## config.mk

```make
export PLATFORM = sky130hd
export DESIGN_NAME = cart_mem_req_flat
export DESIGN_NICKNAME = d
export VERILOG_FILES = /design/src/rtl/cart_mem_req_if.sv /design/src/rtl/cart_mem_req.sv /design/src/flat_wrapper.sv
export SDC_FILE = /design/constraint.sdc
export NUM_CORES = 1
export LEC_CHECK = 0
export CORE_ASPECT_RATIO = 0.6
export CORE_UTILIZATION = 40
export CTS_BUF_LIST = sky130_fd_sc_hd__clkbuf_8
export DETAILED_ROUTE_END_ITERATION = 6
export PLACE_DENSITY_LB_ADDON = 0.05
export SETUP_SLACK_MARGIN = 0.02
export SLEW_MARGIN = 20
export SYNTH_ARGS = -nofsm -noshare
export SYNTH_HDL_FRONTEND = slang
export SYNTH_SLANG_ARGS = --single-unit
```

## constraint.sdc

```tcl
create_clock -name clk -period 4.7 [get_ports clk]
set_clock_uncertainty 0.05 [all_clocks]
set_input_delay 0.47 -clock clk [delete_from_list [all_inputs] [get_ports clk]]
set_output_delay 0.47 -clock clk [all_outputs]
set_load 0.005 [all_outputs]
```

## src/rtl/cart_mem_req_if.sv

```systemverilog
// cart_mem_req_if: byte-wide memory request/ack port shared by the cart request stage and memory.
interface cart_mem_req_if #(parameter int ADDR_W = 22);
  logic              mem_req;
  logic              mem_we;
  logic [ADDR_W-1:0] mem_addr;
  logic [7:0]        mem_din;
  logic              mem_ack;
  logic [7:0]        mem_dout;
  modport master (output mem_req, mem_we, mem_addr, mem_din, input mem_ack, mem_dout);
  modport slave  (input mem_req, mem_we, mem_addr, mem_din, output mem_ack, mem_dout);
endinterface

```

## src/rtl/cart_mem_req.sv

```systemverilog
// cart_mem_req: masks mapped PRG/CHR accesses and arbitrates them (CHR first) onto one memory port.
module cart_mem_req #(parameter int ADDR_W = 22) (
  input  logic              clk,
  input  logic              reset,
  input  logic              prg_read,
  input  logic              prg_write,
  input  logic [ADDR_W-1:0] prg_aout,
  input  logic              prg_allow,
  input  logic [7:0]        prg_din,
  input  logic              chr_read,
  input  logic              chr_write,
  input  logic [ADDR_W-1:0] chr_aout,
  input  logic              chr_allow,
  input  logic [7:0]        chr_din,
  input  logic [ADDR_W-1:0] prg_mask,
  input  logic [ADDR_W-1:0] chr_mask,
  cart_mem_req_if.master    mem,
  output logic [7:0]        prg_dout,
  output logic              prg_valid,
  output logic [7:0]        chr_dout,
  output logic              chr_valid,
  output logic              overrun
);
  typedef enum logic [1:0] {IDLE, BUSY_PRG, BUSY_CHR} state_t;
  state_t            state;
  logic              p_pend, p_we, c_pend, c_we;
  logic [ADDR_W-1:0] p_addr, c_addr;
  logic [7:0]        p_data, c_data;
  logic              p_ret, c_ret;
  logic [7:0]        p_ret_d, c_ret_d;
  logic              acked, free, issue_c, issue_p, p_ok, p_deny, c_ok, p_rd_ack, c_rd_ack;
  always_comb begin
    acked    = mem.mem_ack && state != IDLE;
    free     = state == IDLE || mem.mem_ack;
    issue_c  = free && c_pend;
    issue_p  = free && !c_pend && p_pend;
    p_ok     = (prg_read || prg_write) && prg_allow;
    p_deny   = prg_read && !prg_write && !prg_allow;
    c_ok     = chr_write ? chr_allow : chr_read;
    p_rd_ack = acked && state == BUSY_PRG && !mem.mem_we;
    c_rd_ack = acked && state == BUSY_CHR && !mem.mem_we;
  end
  // Read data passes through a one-cycle return stage so x_valid lands one edge after the ack edge.
  always_ff @(posedge clk or posedge reset)
    if (reset) begin
      state        <= IDLE;
      mem.mem_req  <= 1'b0;
      mem.mem_we   <= 1'b0;
      mem.mem_addr <= '0;
      mem.mem_din  <= 8'h00;
      p_pend       <= 1'b0;
      p_we         <= 1'b0;
      p_addr       <= '0;
      p_data       <= 8'h00;
      c_pend       <= 1'b0;
      c_we         <= 1'b0;
      c_addr       <= '0;
      c_data       <= 8'h00;
      p_ret        <= 1'b0;
      p_ret_d      <= 8'hFF;
      c_ret        <= 1'b0;
      c_ret_d      <= 8'hFF;
      prg_dout     <= 8'hFF;
      prg_valid    <= 1'b0;
      chr_dout     <= 8'hFF;
      chr_valid    <= 1'b0;
      overrun      <= 1'b0;
    end else begin
      prg_valid <= p_ret;
      chr_valid <= c_ret;
      if (p_ret) prg_dout <= p_ret_d;
      if (c_ret) chr_dout <= c_ret_d;
      p_ret   <= p_deny || p_rd_ack;
      p_ret_d <= p_rd_ack ? mem.mem_dout : 8'hFF;
      c_ret   <= c_rd_ack;
      c_ret_d <= mem.mem_dout;
      if (issue_c || issue_p) begin
        state        <= issue_c ? BUSY_CHR : BUSY_PRG;
        mem.mem_req  <= 1'b1;
        mem.mem_we   <= issue_c ? c_we : p_we;
        mem.mem_addr <= issue_c ? c_addr : p_addr;
        mem.mem_din  <= issue_c ? c_data : p_data;
      end else if (acked) begin
        state       <= IDLE;
        mem.mem_req <= 1'b0;
      end
      if (p_ok) begin
        p_pend <= 1'b1;
        p_we   <= prg_write;
        p_addr <= prg_aout & prg_mask;
        p_data <= prg_din;
      end else if (issue_p) p_pend <= 1'b0;
      if (c_ok) begin
        c_pend <= 1'b1;
        c_we   <= chr_write;
        c_addr <= chr_aout & chr_mask;
        c_data <= chr_din;
      end else if (issue_c) c_pend <= 1'b0;
      // A slot being issued on this same edge is not lost, so refilling it is not an overrun.
      if ((p_ok && p_pend && !issue_p) || (c_ok && c_pend && !issue_c)) overrun <= 1'b1;
    end
endmodule

```

## src/flat_wrapper.sv

```systemverilog
// flat-port wrapper written by rule: the top's interface ports become plain ports
module cart_mem_req_flat 
#(parameter int ADDR_W = 22)
  (clk, reset, prg_read, prg_write, prg_aout, prg_allow, prg_din, chr_read, chr_write, chr_aout, chr_allow, chr_din, prg_mask, chr_mask, prg_dout, prg_valid, chr_dout, chr_valid, overrun, mem_mem_req, mem_mem_we, mem_mem_addr, mem_mem_din, mem_mem_ack, mem_mem_dout);
  cart_mem_req_if #(.ADDR_W(ADDR_W)) mem_i ();
  input  logic clk;
  input  logic reset;
  input  logic prg_read;
  input  logic prg_write;
  input  logic [ADDR_W-1:0] prg_aout;
  input  logic prg_allow;
  input  logic [7:0] prg_din;
  input  logic chr_read;
  input  logic chr_write;
  input  logic [ADDR_W-1:0] chr_aout;
  input  logic chr_allow;
  input  logic [7:0] chr_din;
  input  logic [ADDR_W-1:0] prg_mask;
  input  logic [ADDR_W-1:0] chr_mask;
  output logic [7:0] prg_dout;
  output logic prg_valid;
  output logic [7:0] chr_dout;
  output logic chr_valid;
  output logic overrun;
  output wire logic [$bits(mem_i.mem_req)-1:0] mem_mem_req;
  output wire logic [$bits(mem_i.mem_we)-1:0] mem_mem_we;
  output wire logic [$bits(mem_i.mem_addr)-1:0] mem_mem_addr;
  output wire logic [$bits(mem_i.mem_din)-1:0] mem_mem_din;
  input wire logic [$bits(mem_i.mem_ack)-1:0] mem_mem_ack;
  input wire logic [$bits(mem_i.mem_dout)-1:0] mem_mem_dout;
  assign mem_mem_req = mem_i.mem_req;
  assign mem_mem_we = mem_i.mem_we;
  assign mem_mem_addr = mem_i.mem_addr;
  assign mem_mem_din = mem_i.mem_din;
  assign mem_i.mem_ack = mem_mem_ack;
  assign mem_i.mem_dout = mem_mem_dout;
  cart_mem_req #(.ADDR_W(ADDR_W)) u_core (.clk(clk), .reset(reset), .prg_read(prg_read), .prg_write(prg_write), .prg_aout(prg_aout), .prg_allow(prg_allow), .prg_din(prg_din), .chr_read(chr_read), .chr_write(chr_write), .chr_aout(chr_aout), .chr_allow(chr_allow), .chr_din(chr_din), .prg_mask(prg_mask), .chr_mask(chr_mask), .mem(mem_i), .prg_dout(prg_dout), .prg_valid(prg_valid), .chr_dout(chr_dout), .chr_valid(chr_valid), .overrun(overrun));
endmodule
```

After elaboration in Yosys (flattened, before gate mapping)
Index checks and enable logic that the tools add are counted.

cells by class
  eq/ne operators = 2
  muxes and demuxes = 14
  bitwise operators = 2
  reductions and logical operators = 31

operator list
  operator                                                                count
  22-bit bitwise AND                                                      2
  22-bit two-way mux                                                      1
  8-bit two-way mux                                                       2
  1-bit logical AND                                                       15
  1-bit two-way mux                                                       8
  2-bit nonzero test                                                      4
  1-bit zero test                                                         6
  2-bit two-way mux                                                       3
  1-bit logical OR                                                        5
  2-bit by 1-bit equality test with 1-bit output (second input constant)  1
  2-bit equality test (second input constant)                             1
  2-bit zero test                                                         1

storage, ports and cells
  bits in registers = 135
  input bits = 121
  output and inout port bits = 51
  logic and storage cells = 71

Longest topological paths before layout
  depth after elaboration = 7
  depth in mapped cells = 4
  gate-level depth less buffers = 3

Worst setup path before layout
Ideal clock, no wire load.

  path kind = input to register
  start point = input chr_write
  end point = register u_core.c_data[0]
  library setup time = 125 ps
  arrival time = 1,246 ps
  required time = 4,525 ps
  slack = 3,279 ps
  cell stages on the path = 3
  path through = mux2i_4 > buf_6 > mux2_2

on the way
  word-level cells in the longest chain between the ends = 1

RTL lines
  item                  line                source
  start, declared       flat_wrapper.sv:14  input logic chr_write;
  1-bit two-way mux     cart_mem_req.sv:39  c_ok = chr_write ? chr_allow : chr_read;
  end signal, assigned  cart_mem_req.sv:97  c_data <= chr_din;
  end, declared         cart_mem_req.sv:28  logic [7:0] p_data, c_data;

Every way passes these cells.
A chain may end at the register's enable or synchronous reset.

Worst setup path after layout
  start point = input chr_write
  end point = register u_core.c_data[7]

The elaborated chain is that of the path after synthesis.

==> out/qor.yml <==
cts_buffer_depth: 2
min_delay_path_depth: 1
min_period_over_period_pct: 47.17
io_buffers: 171
core-area_mm2: 0.01301
internal_power_uw: 2445
routabilityCongestion: 0.7692
power_density_mw_per_mm2: 426.6
area_delta_synth_final_pct: 42.85
yosys.area.top_type_share_pct: 47.69
hold_buffers: 0
routed_wl_um: 13610
num_rows: 32
syn_inst: 470
drt_iter0_markers: 225
leakage_uw: 0.003229
worst_r2r_path_depth: 3
ys_ff_latch: 135
yosysTopAreaCell: "dfrtp_1"
switching_share_pct: 25.77
pwr-share-comb_pct: 19.1
clk_pin_slew_ns: 0.08
syn_area_per_cell_um2: 11.50
first_pass_iters: 7
antenna_found_initial: 0
globalRouteTotalUtil_pct: 20.70
cp-start-kind: "primary input"
final_antenna_net_count: 0
crit_required_ns: 4.97
violations: "DRC"
max_freq_ghz: 0.4511
outcome: "complete, but fails checks"
cap_viol_max_count: 0
drive_above_1_share_pct: 16.64
synthesis.nets: 591
post_cts.repair.setup_buffers: 0
vias: 4164
cts_sinks: 135
cts_buffers: 17
grt_pass1_vias: 4286
grt_pass1_wl_um: 22140
synth_edf_count: 0
htree_levels: 4
synthFlopType: "dfrtp_1"
cts_tree: "done"
pwr-share-seq_pct: 45.6
clk_latency_ns: 0.43
worstPathMaxFanout: 30
max-vdd-ir-drop_mv: 0.1879
critPathArrivalTime_ns: 2.48
viasPerCell: 5.084
hold_path_class: "primary input to flip-flop"
synth_cell_type_count: 32
p_switching_uw: 848.8
end_kind: "flip-flop"
final-hold-violation-count: 0
die-area_mm2: 0.01400
die_y_um: 92.05
finalSetupTns_ns: 0
synthArstFlopShare_pct: 100.0
dp_hpwl_um: 9027
setup_viol: 0
synthTopCellsByArea: "dfrtp_1 48%, dfstp_2 16%, mux2_2 6.7%"
n_antenna_cell: 0
overflow: 0
worstMarginPinSlew_ns: 1.066
p_total_uw: 3294
seq_area_frac_synth_pct: 63.24
slew_viol_final: 0
wl_per_cell_um: 16.61
die_x_um: 152.1
setup_ws_ns: 2.483
syn_area_mm2: 0.005405
crit_type: "primary input to flip-flop"
pre_cts_ws_ns: 2.021
yosys_warnings: 0
start_util_pct: 41.54
num-nets-final: 757
fin_crit_ns: 2.217
clockPowerShare_pct: 35.3
grt_setup_unrepaired: "false"
grt_max_degree: 101
cts-root-buf: "clkbuf_8"
slew_headroom_pct: 28.96
drcViolationCount: 19
num_io_pins: 172
cts_resized: 0
-- layout make-up --
class	instances	area, µm²
inverters	4	20.02
clock inverters	15	251.5
repair buffers	176	1749
multi-input cells	302	1834
well taps	170	212.7
fillers	1075	5291
flip-flops and latches	135	3420
clock buffers	17	234.0
-- layer usage --
layer | vias to the layer above | global-route usage, % | wire (µm)
li1 | 1980 | - | -
met1 | 2031 | 28.92 | 6460
met2 | 149 | 31.91 | 6160
met3 | 4 | 5.860 | 945
met4 | 0 | 5.017 | 42
met5 | - | 0 | 0
-- cells by family (layout without fill, tap and decap cells) --
| logic type | Yosys count | count (layout) | share of synthesized area [%] |
|---|---|---|---|
| buffers and inverters | 33 | 212 | 2.870 |
| and+or+nand+nor | 163 | 163 | 14.68 |
| AOI/OAI and AO/OA | 106 | 106 | 12.13 |
| DFF | 135 | 135 | 63.24 |
| muxes | 33 | 33 | 7.083 |
-- sequential cells by signal, indices dropped and copies added (netlist names), 2 cells and up --
signal               count
u_core.c_addr           22
u_core.c_data            8
u_core.c_ret_d           8
u_core.chr_dout          8
u_core.mem.mem_addr     22
u_core.mem.mem_din       8
u_core.p_addr           22
u_core.p_data            8
u_core.p_ret_d           8
u_core.prg_dout          8
u_core.state             2
-- final timing paths --
check,end,startpoint,slack (ns)
worst max register to register,u_core.mem.mem_addr[15]$_DFFE_PP0P_,u_core.p_pend$_DFFE_PP0P_,2.60
worst max-delay path,u_core.c_data[7]$_DFFE_PP0P_,chr_write,2.48
min in group asynchronous,u_core.p_data[0]$_DFFE_PP0P_,reset,0.58
worst min-delay path,u_core.c_ret_d[3]$_DFF_PP1_,mem_mem_dout[3],0.41
worst min register to register,u_core.overrun$_DFFE_PP0P_,u_core.overrun$_DFFE_PP0P_,0.42
max in group asynchronous,u_core.p_ret_d[1]$_DFF_PP1_,reset,3.01
-- critical path, stage by stage --
cell,delay (ns)
clkdlybuf4s50_1,0.54
mux2i_4,0.81
buf_4,0.31
mux2_2,0.34
-- power groups by stage --
stage | Clock (µW) | Sequential [µW] | Combinational [µW]
6_report | 1160 | 1500 | 629
2_1_floorplan | 0 | 1470 | 273
4_1_cts | 1190 | 1500 | 639
3_5_place_dp | 0 | 1520 | 636
5_1_grt | 1230 | 1530 | 687
3_3_place_gp | 0 | 1520 | 618
-- cells in the mapped netlist, types with 4 or more instances --
master     number
a21oi_1         8
a22oi_1         9
and3b_1         7
buf_2          18
clkbuf_1        9
dfrtp_1       103
dfstp_2        32
inv_1           4
mux2_2         32
nand2_1        94
nand2b_1        9
nand3_1        32
nand4b_1       13
nor2_1          4
o21ai_0        64
o2bb2ai_1      16
-- cells in the final DEF (no fill, tap or decap), types with 2 or more instances in the layout --
| master | netlist | routed |
|---|---|---|
| dfstp_2 | 32 | 32 |
| clkbuf_8 | 0 | 17 |
| nand4b_1 | 13 | 13 |
| o21ai_0 | 64 | 64 |
| a21oi_1 | 8 | 8 |
| a22oi_1 | 9 | 9 |
| o2bb2ai_1 | 16 | 16 |
| bufinv_16 | 0 | 6 |
| nor2_1 | 4 | 3 |
| nand2_1 | 94 | 94 |
| buf_4 | 0 | 5 |
| and3b_1 | 7 | 7 |
| dfrtp_1 | 103 | 102 |
| inv_6 | 0 | 2 |
| mux2_2 | 32 | 32 |
| nand3_1 | 32 | 32 |
| clkdlybuf4s50_1 | 0 | 171 |
| inv_1 | 4 | 4 |
| nand2b_1 | 9 | 9 |
| clkinv_4 | 0 | 4 |
-- stage by stage --
stage | utilization (%) | std cells | cell area (µm²) | hold slack, ns
global route | 59.34 | 819 | 7721 | 0.3759
floorplan | - | 470 | 5405 | 0.3019
finish | 59.34 | 819 | 7721 | 0.4132
CTS | 59.34 | 819 | 7721 | 0.3878
global placement | 55.59 | 787 | 7233 | 0.3976
detailed placement | 55.61 | 787 | 7236 | 0.4022
No activity file was read; power rests on OpenSTA's default activity.
